`config.mk`:
```
export PLATFORM = sky130hd
export DESIGN_NAME = tarot_card_drawer_flat
export DESIGN_NICKNAME = d
export VERILOG_FILES = /design/src/rtl/tarot_card_drawer_if.sv /design/src/rtl/tarot_card_drawer.sv /design/src/flat_wrapper.sv
export SDC_FILE = /design/constraint.sdc
export NUM_CORES = 1
export LEC_CHECK = 0
export ABC_AREA = 1
export BUFFER_PORTS_ARGS = -buffer_cell sky130_fd_sc_hd__buf_4
export CAP_MARGIN = 10
export CORE_MARGIN = 5
export CORE_UTILIZATION = 60
export CTS_BUF_LIST = sky130_fd_sc_hd__clkbuf_4
export DETAILED_ROUTE_END_ITERATION = 10
export GPL_TIMING_DRIVEN = 0
export PLACE_DENSITY = 0.87
export RECOVER_POWER = 100
export SYNTH_ARGS = -nofsm -noshare
export SYNTH_HDL_FRONTEND = slang
export SYNTH_SLANG_ARGS = --single-unit
```
`constraint.sdc`:
```
create_clock -name clk -period 2 [get_ports clk]
set_input_delay 0.3 -clock clk [delete_from_list [all_inputs] [get_ports clk]]
set_output_delay 0.3 -clock clk [all_outputs]
set_load 0.05 [all_outputs]
```
`src/rtl/tarot_card_drawer_if.sv`:
```
// rtl/tarot_card_drawer_if.sv - request, PRNG handshake and card output bundle for tarot_card_drawer
// master: the drawer itself; slave: the requester / PRNG side.
interface tarot_card_drawer_if;
  logic        draw_req;
  logic        prng_start;
  logic        prng_done;
  logic [31:0] prng_x;
  logic [31:0] prng_y;
  logic        card_valid;
  logic [6:0]  card_idx;
  logic        card_rev;
  logic [1:0]  card_pos;
  logic        spread_done;
  logic        busy;
  logic        err_timeout;

  modport master (
    input  draw_req, prng_done, prng_x, prng_y,
    output prng_start, card_valid, card_idx, card_rev, card_pos,
           spread_done, busy, err_timeout
  );

  modport slave (
    output draw_req, prng_done, prng_x, prng_y,
    input  prng_start, card_valid, card_idx, card_rev, card_pos,
           spread_done, busy, err_timeout
  );
endinterface

```
`src/rtl/tarot_card_drawer.sv`:
```
// rtl/tarot_card_drawer.sv - draws a duplicate-free tarot spread from PRNG words
// Each card: request a PRNG word, reduce its key mod NUM_CARDS bit-serially, probe past used cards.
module tarot_card_drawer #(
  parameter int NUM_CARDS    = 78,
  parameter int SPREAD_LEN   = 3,
  parameter int PRNG_TIMEOUT = 1024
) (
  input  logic                 clk,
  input  logic                 rst_n,
  tarot_card_drawer_if.master  bus
);
  localparam int IW = $clog2(NUM_CARDS);
  localparam int CW = $clog2(PRNG_TIMEOUT + 1);

  typedef enum logic [2:0] {
    S_IDLE, S_REQ, S_WAIT, S_REDUCE, S_CHECK, S_EMIT
  } state_t;

  state_t               state_q, state_d;
  logic [NUM_CARDS-1:0] used_q, used_d;
  logic [1:0]           pos_q, pos_d;
  logic [CW-1:0]        cnt_q, cnt_d;
  logic                 done_prev_q;
  logic [15:0]          key_q, key_d;
  logic                 rev_q, rev_d;
  logic [7:0]           rem_q, rem_d;
  logic [3:0]           bit_q, bit_d;
  logic                 card_valid_q, card_valid_d;
  logic [6:0]           card_idx_q, card_idx_d;
  logic                 card_rev_q, card_rev_d;
  logic [1:0]           card_pos_q, card_pos_d;
  logic                 spread_done_q, spread_done_d;
  logic                 err_timeout_q, err_timeout_d;

  logic                 done_rise;
  logic [7:0]           rem_shift;
  logic [CW-1:0]        cnt_inc;
  logic [IW-1:0]        rem_idx;
  logic                 unused_prng_bits;

  assign unused_prng_bits = ^{bus.prng_x[31:16], bus.prng_y[15:0]};

  // A done level left high by an earlier run must not count as a fresh result.
  assign done_rise = bus.prng_done & ~done_prev_q;
  assign rem_shift = {rem_q[6:0], key_q[15]};
  assign cnt_inc   = cnt_q + 1'b1;
  assign rem_idx   = rem_q[IW-1:0];

  always_comb begin
    state_d       = state_q;
    used_d        = used_q;
    pos_d         = pos_q;
    cnt_d         = cnt_q;
    key_d         = key_q;
    rev_d         = rev_q;
    rem_d         = rem_q;
    bit_d         = bit_q;
    card_valid_d  = 1'b0;
    card_idx_d    = card_idx_q;
    card_rev_d    = card_rev_q;
    card_pos_d    = card_pos_q;
    spread_done_d = 1'b0;
    err_timeout_d = 1'b0;

    case (state_q)
      S_IDLE: begin
        if (bus.draw_req) begin
          used_d  = '0;
          pos_d   = 2'd0;
          state_d = S_REQ;
        end
      end
      S_REQ: begin
        cnt_d   = '0;
        state_d = S_WAIT;
      end
      S_WAIT: begin
        if (done_rise) begin
          key_d   = bus.prng_x[15:0] ^ bus.prng_y[31:16];
          rev_d   = bus.prng_y[31];
          rem_d   = 8'd0;
          bit_d   = 4'd0;
          state_d = S_REDUCE;
        end else begin
          cnt_d = cnt_inc;
          if (cnt_inc == CW'(PRNG_TIMEOUT)) begin
            err_timeout_d = 1'b1;
            state_d       = S_IDLE;
          end
        end
      end
      S_REDUCE: begin
        // Restoring remainder, one key bit per cycle, MSB first.
        rem_d = (rem_shift >= 8'(NUM_CARDS)) ? rem_shift - 8'(NUM_CARDS) : rem_shift;
        key_d = {key_q[14:0], 1'b0};
        bit_d = bit_q + 4'd1;
        if (bit_q == 4'd15) begin
          state_d = S_CHECK;
        end
      end
      S_CHECK: begin
        if (used_q[rem_idx]) begin
          rem_d = (rem_q == 8'(NUM_CARDS - 1)) ? 8'd0 : rem_q + 8'd1;
        end else begin
          state_d = S_EMIT;
        end
      end
      S_EMIT: begin
        card_valid_d    = 1'b1;
        card_idx_d      = rem_q[6:0];
        card_rev_d      = rev_q;
        card_pos_d      = pos_q;
        used_d[rem_idx] = 1'b1;
        if (pos_q == 2'(SPREAD_LEN - 1)) begin
          spread_done_d = 1'b1;
          state_d       = S_IDLE;
        end else begin
          pos_d   = pos_q + 2'd1;
          state_d = S_REQ;
        end
      end
      default: state_d = S_IDLE;
    endcase
  end

  always_ff @(posedge clk or negedge rst_n) begin
    if (!rst_n) begin
      state_q       <= S_IDLE;
      used_q        <= '0;
      pos_q         <= 2'd0;
      cnt_q         <= '0;
      done_prev_q   <= 1'b0;
      key_q         <= 16'd0;
      rev_q         <= 1'b0;
      rem_q         <= 8'd0;
      bit_q         <= 4'd0;
      card_valid_q  <= 1'b0;
      card_idx_q    <= 7'd0;
      card_rev_q    <= 1'b0;
      card_pos_q    <= 2'd0;
      spread_done_q <= 1'b0;
      err_timeout_q <= 1'b0;
    end else begin
      state_q       <= state_d;
      used_q        <= used_d;
      pos_q         <= pos_d;
      cnt_q         <= cnt_d;
      done_prev_q   <= bus.prng_done;
      key_q         <= key_d;
      rev_q         <= rev_d;
      rem_q         <= rem_d;
      bit_q         <= bit_d;
      card_valid_q  <= card_valid_d;
      card_idx_q    <= card_idx_d;
      card_rev_q    <= card_rev_d;
      card_pos_q    <= card_pos_d;
      spread_done_q <= spread_done_d;
      err_timeout_q <= err_timeout_d;
    end
  end

  assign bus.prng_start  = (state_q == S_REQ);
  assign bus.busy        = (state_q != S_IDLE);
  assign bus.card_valid  = card_valid_q;
  assign bus.card_idx    = card_idx_q;
  assign bus.card_rev    = card_rev_q;
  assign bus.card_pos    = card_pos_q;
  assign bus.spread_done = spread_done_q;
  assign bus.err_timeout = err_timeout_q;
endmodule

```
`src/flat_wrapper.sv`:
```
// flat-port wrapper written by rule: the top's interface ports become plain ports
module tarot_card_drawer_flat 
#(
  parameter int NUM_CARDS    = 78,
  parameter int SPREAD_LEN   = 3,
  parameter int PRNG_TIMEOUT = 1024
)
  (clk, rst_n, bus_draw_req, bus_prng_done, bus_prng_x, bus_prng_y, bus_prng_start, bus_card_valid, bus_card_idx, bus_card_rev, bus_card_pos, bus_spread_done, bus_busy, bus_err_timeout);
  tarot_card_drawer_if bus_i ();
  input  logic clk;
  input  logic rst_n;
  input wire logic [$bits(bus_i.draw_req)-1:0] bus_draw_req;
  input wire logic [$bits(bus_i.prng_done)-1:0] bus_prng_done;
  input wire logic [$bits(bus_i.prng_x)-1:0] bus_prng_x;
  input wire logic [$bits(bus_i.prng_y)-1:0] bus_prng_y;
  output wire logic [$bits(bus_i.prng_start)-1:0] bus_prng_start;
  output wire logic [$bits(bus_i.card_valid)-1:0] bus_card_valid;
  output wire logic [$bits(bus_i.card_idx)-1:0] bus_card_idx;
  output wire logic [$bits(bus_i.card_rev)-1:0] bus_card_rev;
  output wire logic [$bits(bus_i.card_pos)-1:0] bus_card_pos;
  output wire logic [$bits(bus_i.spread_done)-1:0] bus_spread_done;
  output wire logic [$bits(bus_i.busy)-1:0] bus_busy;
  output wire logic [$bits(bus_i.err_timeout)-1:0] bus_err_timeout;
  assign bus_i.draw_req = bus_draw_req;
  assign bus_i.prng_done = bus_prng_done;
  assign bus_i.prng_x = bus_prng_x;
  assign bus_i.prng_y = bus_prng_y;
  assign bus_prng_start = bus_i.prng_start;
  assign bus_card_valid = bus_i.card_valid;
  assign bus_card_idx = bus_i.card_idx;
  assign bus_card_rev = bus_i.card_rev;
  assign bus_card_pos = bus_i.card_pos;
  assign bus_spread_done = bus_i.spread_done;
  assign bus_busy = bus_i.busy;
  assign bus_err_timeout = bus_i.err_timeout;
  tarot_card_drawer #(.NUM_CARDS(NUM_CARDS), .SPREAD_LEN(SPREAD_LEN), .PRNG_TIMEOUT(PRNG_TIMEOUT)) u_core (.clk(clk), .rst_n(rst_n), .bus(bus_i));
endmodule
```
==> impl_results.md <==
* Run status: finished, violations left
* Violations in the final reports: max-capacitance violations, max-slew violations, negative setup slack
* Worst voltage drop across the vdd grid at 1062 uV
* Core area at 11320 um^2
* Count of filler cells inserted in the layout at 722
* # port buffers at 50
* PwrDens at 1044 nW/um^2
* Post-DR vias/cell at 5.921
* Critical Path End Type: flop
* Static leakage at 4.189 nW
* Reg clk slew, reported paths at 130 ps
* Number of clock sinks seen by CTS at 137
* Clock tree from TritonCTS: built
* Post-Syn Instances at 882
* Commonest non-fill, non-tap cell in the layout: nand2_1
* Worst min path class: input port to flop
* Pins over their slew limit at 59
* Part of the Yosys area used for sequential elements at 0.4972
* Layout cell share with drive strength beyond 1 at 0.2130
* Die boundary height at 117.2 um
* Warning count from the yosys run at 0
* Avg Cell Area, Syn at 7.818 um^2
* Iteration-0 DRC count of the detailed router at 925
* Async SR Flop Fraction at 1.000
* Post-route clock period utilization at 1.090
* Cell variety after synth at 38
* Number of nets with antenna violations after routing at 0
* Net count of the finished layout at 1075
* Worst endpoint required time at 2460 ps
* Area of the die at 13740 um^2
* Final setup fails at 27
* Max-Cap Viols at 1
* Count of standard-cell rows at 39
* Number of global-route vias before repair at 6497
* Final number of hold-violating endpoints at 0
* Worst rel slew slack at -0.01311
* Type of origin of the critical path: flop
* Maximum number of pins on one net before global-route repair at 80
* CTS HTree Levels at 4
* Area leader, netlist: dfrtp_1
* Proportion of netlist area held by the largest area contributor at 0.4972
* Initial antenna violation count at 0
* Via count of the routed design at 6851
* Worst slack at placement at -348.2 ps
* Clock insertion delay at the later pin of the skew report at 580 ps
* Synthesized area at 6895 um^2
* HPWL after detailed placement at 11.67 mm
* Worst EP arrival at 2640 ps
* # diodes at 0
* Multi-input gate area in the final layout at 3198 um^2
* Post-detailed-route DRC marker count at 0
* Total Power Consumption at 9.063 mW
* Worst Tran Pin Value at 1520 ps
* Buffer depth of the longest clock path at 2
* Setup repair after global routing missed its margin: yes
* Final worst setup slack at -179.5 ps
* Drt first pass iters at 6
* Top library cells by usage in the layout, fill and taps aside: nand2_1, dfrtp_1, inv_1, buf_4, a21oi_1
* Wire length of the first global-routing pass at 31.04 mm
* All-layer global routing usage at 0.2907
* Wire length per cell at 17.90 um
* Syn Nets at 956
* FF+latch count, synth at 137
* Starting Density at 0.6091
* Setup Crit Path Kind: flop to flop
* Clk_skew at 26.55 ps
* Achievable Freq at 458.8 MHz
* Number of synthesized flops with an enable pin at 0
* FF/Latch Area at 3433 um^2
* Leading cell types by total area after synthesis: dfrtp_1, nand2_1, a21oi_1, inv_1, nor2_1
* Routed WL at 20.71 mm
* Layout overhead on the synthesized area at 25.88%
* Number of buffers created by CTS at 17
* Final setup TNS at -2067 ps
* Final weighted congestion in routability-driven placement at 0.9378
* Total gr overflow at 0
* Largest fanout on the critical path at 8
* Count of boundary I/O pins at 83
* Clock root cell: clkbuf_4
* Die X-Extent at 117.2 um
* Leading register cell type out of synthesis: dfrtp_1
* Tmin final at 2180 ps
-- state kept, by name (all words and copies together) (netlist names), 2 cells and up --
name                 count
u_core.used_q           78
u_core.state_q           3
u_core.rem_q             8
u_core.bit_q             4
u_core.key_q            16
u_core.cnt_q            11
u_core.bus.card_idx      7
u_core.bus.card_pos      2
u_core.pos_q             2
-- worst max-delay path: stages (launching register included) --
cell      delay, ps
dfrtp_1         410
buf_6           170
inv_4            60
nor2_4          240
nand2_2         150
nor2_2          130
a21oi_2          50
nand3b_1        120
nand2_1          70
nand2_1          90
inv_1            60
nand3_2         100
nand2_4          80
nand2_4         120
nand2_4          90
nand2_1          70
nand2_1          60
-- area by class of cell --
type,instances,share of cell area
Buffer,33,0.02725
Clock buffer,19,0.01643
Clock inverter,13,0.02595
Inverter,98,0.04397
Multi-Input combinational cell,614,0.3685
Sequential cell,137,0.3956
Tap cell,143,0.02061
Timing Repair Buffer,100,0.1018
-- report_power, final --
group | total [mW] | internal, mW | switching [mW]
Clock | 2.34 | 1.26 | 1.08
Sequential | 3.30 | 3.06 | 0.236
Combinational | 3.43 | 1.22 | 2.20
Total | 9.06 | 5.55 | 3.51
-- Yosys cell counts (3+ instances only) --
cell type	instances
nand2_1	258
dfrtp_1	137
inv_1	94
nor2_1	81
a21oi_1	80
o21ai_0	49
nand3_1	37
clkbuf_1	17
xnor2_1	17
o211ai_1	15
o22ai_1	14
buf_2	11
xor2_1	11
nor2_2	9
nor3_1	9
ha_1	6
inv_2	4
buf_1	3
buf_4	3
nor3_2	3
-- repair_timing --
| action | CTS | global route |
|---|---|---|
| gates resized for setup | 68 | 53 |
| setup endpoints to repair | 113 | 110 |
| endpoints found under the hold margin | 62 | 2 |
| hold buffers | 7 | 3 |
| cloned | 1 | 0 |
| buffers inserted | 22 | 17 |
| pin swaps | 9 | 17 |
-- kinds of logic (layout without fill, tap and decap cells) --
family,Yosys count,after routing,synth area share
DFF,137,137,0.4972
adders and majority gates,6,6,0.01089
and+or+nand+nor,406,407,0.2408
buffers and inverters,132,263,0.07548
xor gates and xnor gates,28,28,0.03556
AOI/OAI and AO/OA,172,172,0.1386
muxes,1,1,0.001452
-- routing by layer --
layer / up-vias / GRT usage / share of wire / routed length (um)
li1: 3074 / - / - / -
met1: 3207 / 0.3644 / 0.37 / 7575
met2: 452 / 0.4721 / 0.49 / 10210
met3: 118 / 0.07969 / 0.094 / 1954
met4: 0 / 0.1284 / 0.047 / 979
met5: - / 0 / 0 / 0
-- path summary, 6_finish.rpt --
path                                               start                       endpoint  slack (ps)  depth (start not counted)
min                                       bus_prng_x[12]   u_core.key_q[12]$_DFFE_PN0P_          30                          3
max in group asynchronous                          rst_n    u_core.rem_q[3]$_DFFE_PN0P_         320                          3
max                          u_core.rem_q[1]$_DFFE_PN0P_    u_core.rem_q[1]$_DFFE_PN0P_        -180                         16
min in group asynchronous                          rst_n  u_core.used_q[40]$_DFFE_PN0P_         630                          2
max reg2reg                  u_core.rem_q[1]$_DFFE_PN0P_    u_core.rem_q[1]$_DFFE_PN0P_        -180                         16
min reg2reg                u_core.used_q[57]$_DFFE_PN0P_  u_core.used_q[57]$_DFFE_PN0P_         510                          2
-- metrics by stage --
step	instances	instance area, um^2	util	hold WS (ps)
finish	1157	8680	0.7667	25.37
global route	1157	8680	0.7667	13.02
CTS	1138	8376	0.7398	1.528
detailed placement	1076	7486	0.6613	301.2
global placement	1075	7455	0.6585	418.2
floorplan	882	6900	-	4.409
Power figures use the tool's default switching activity.
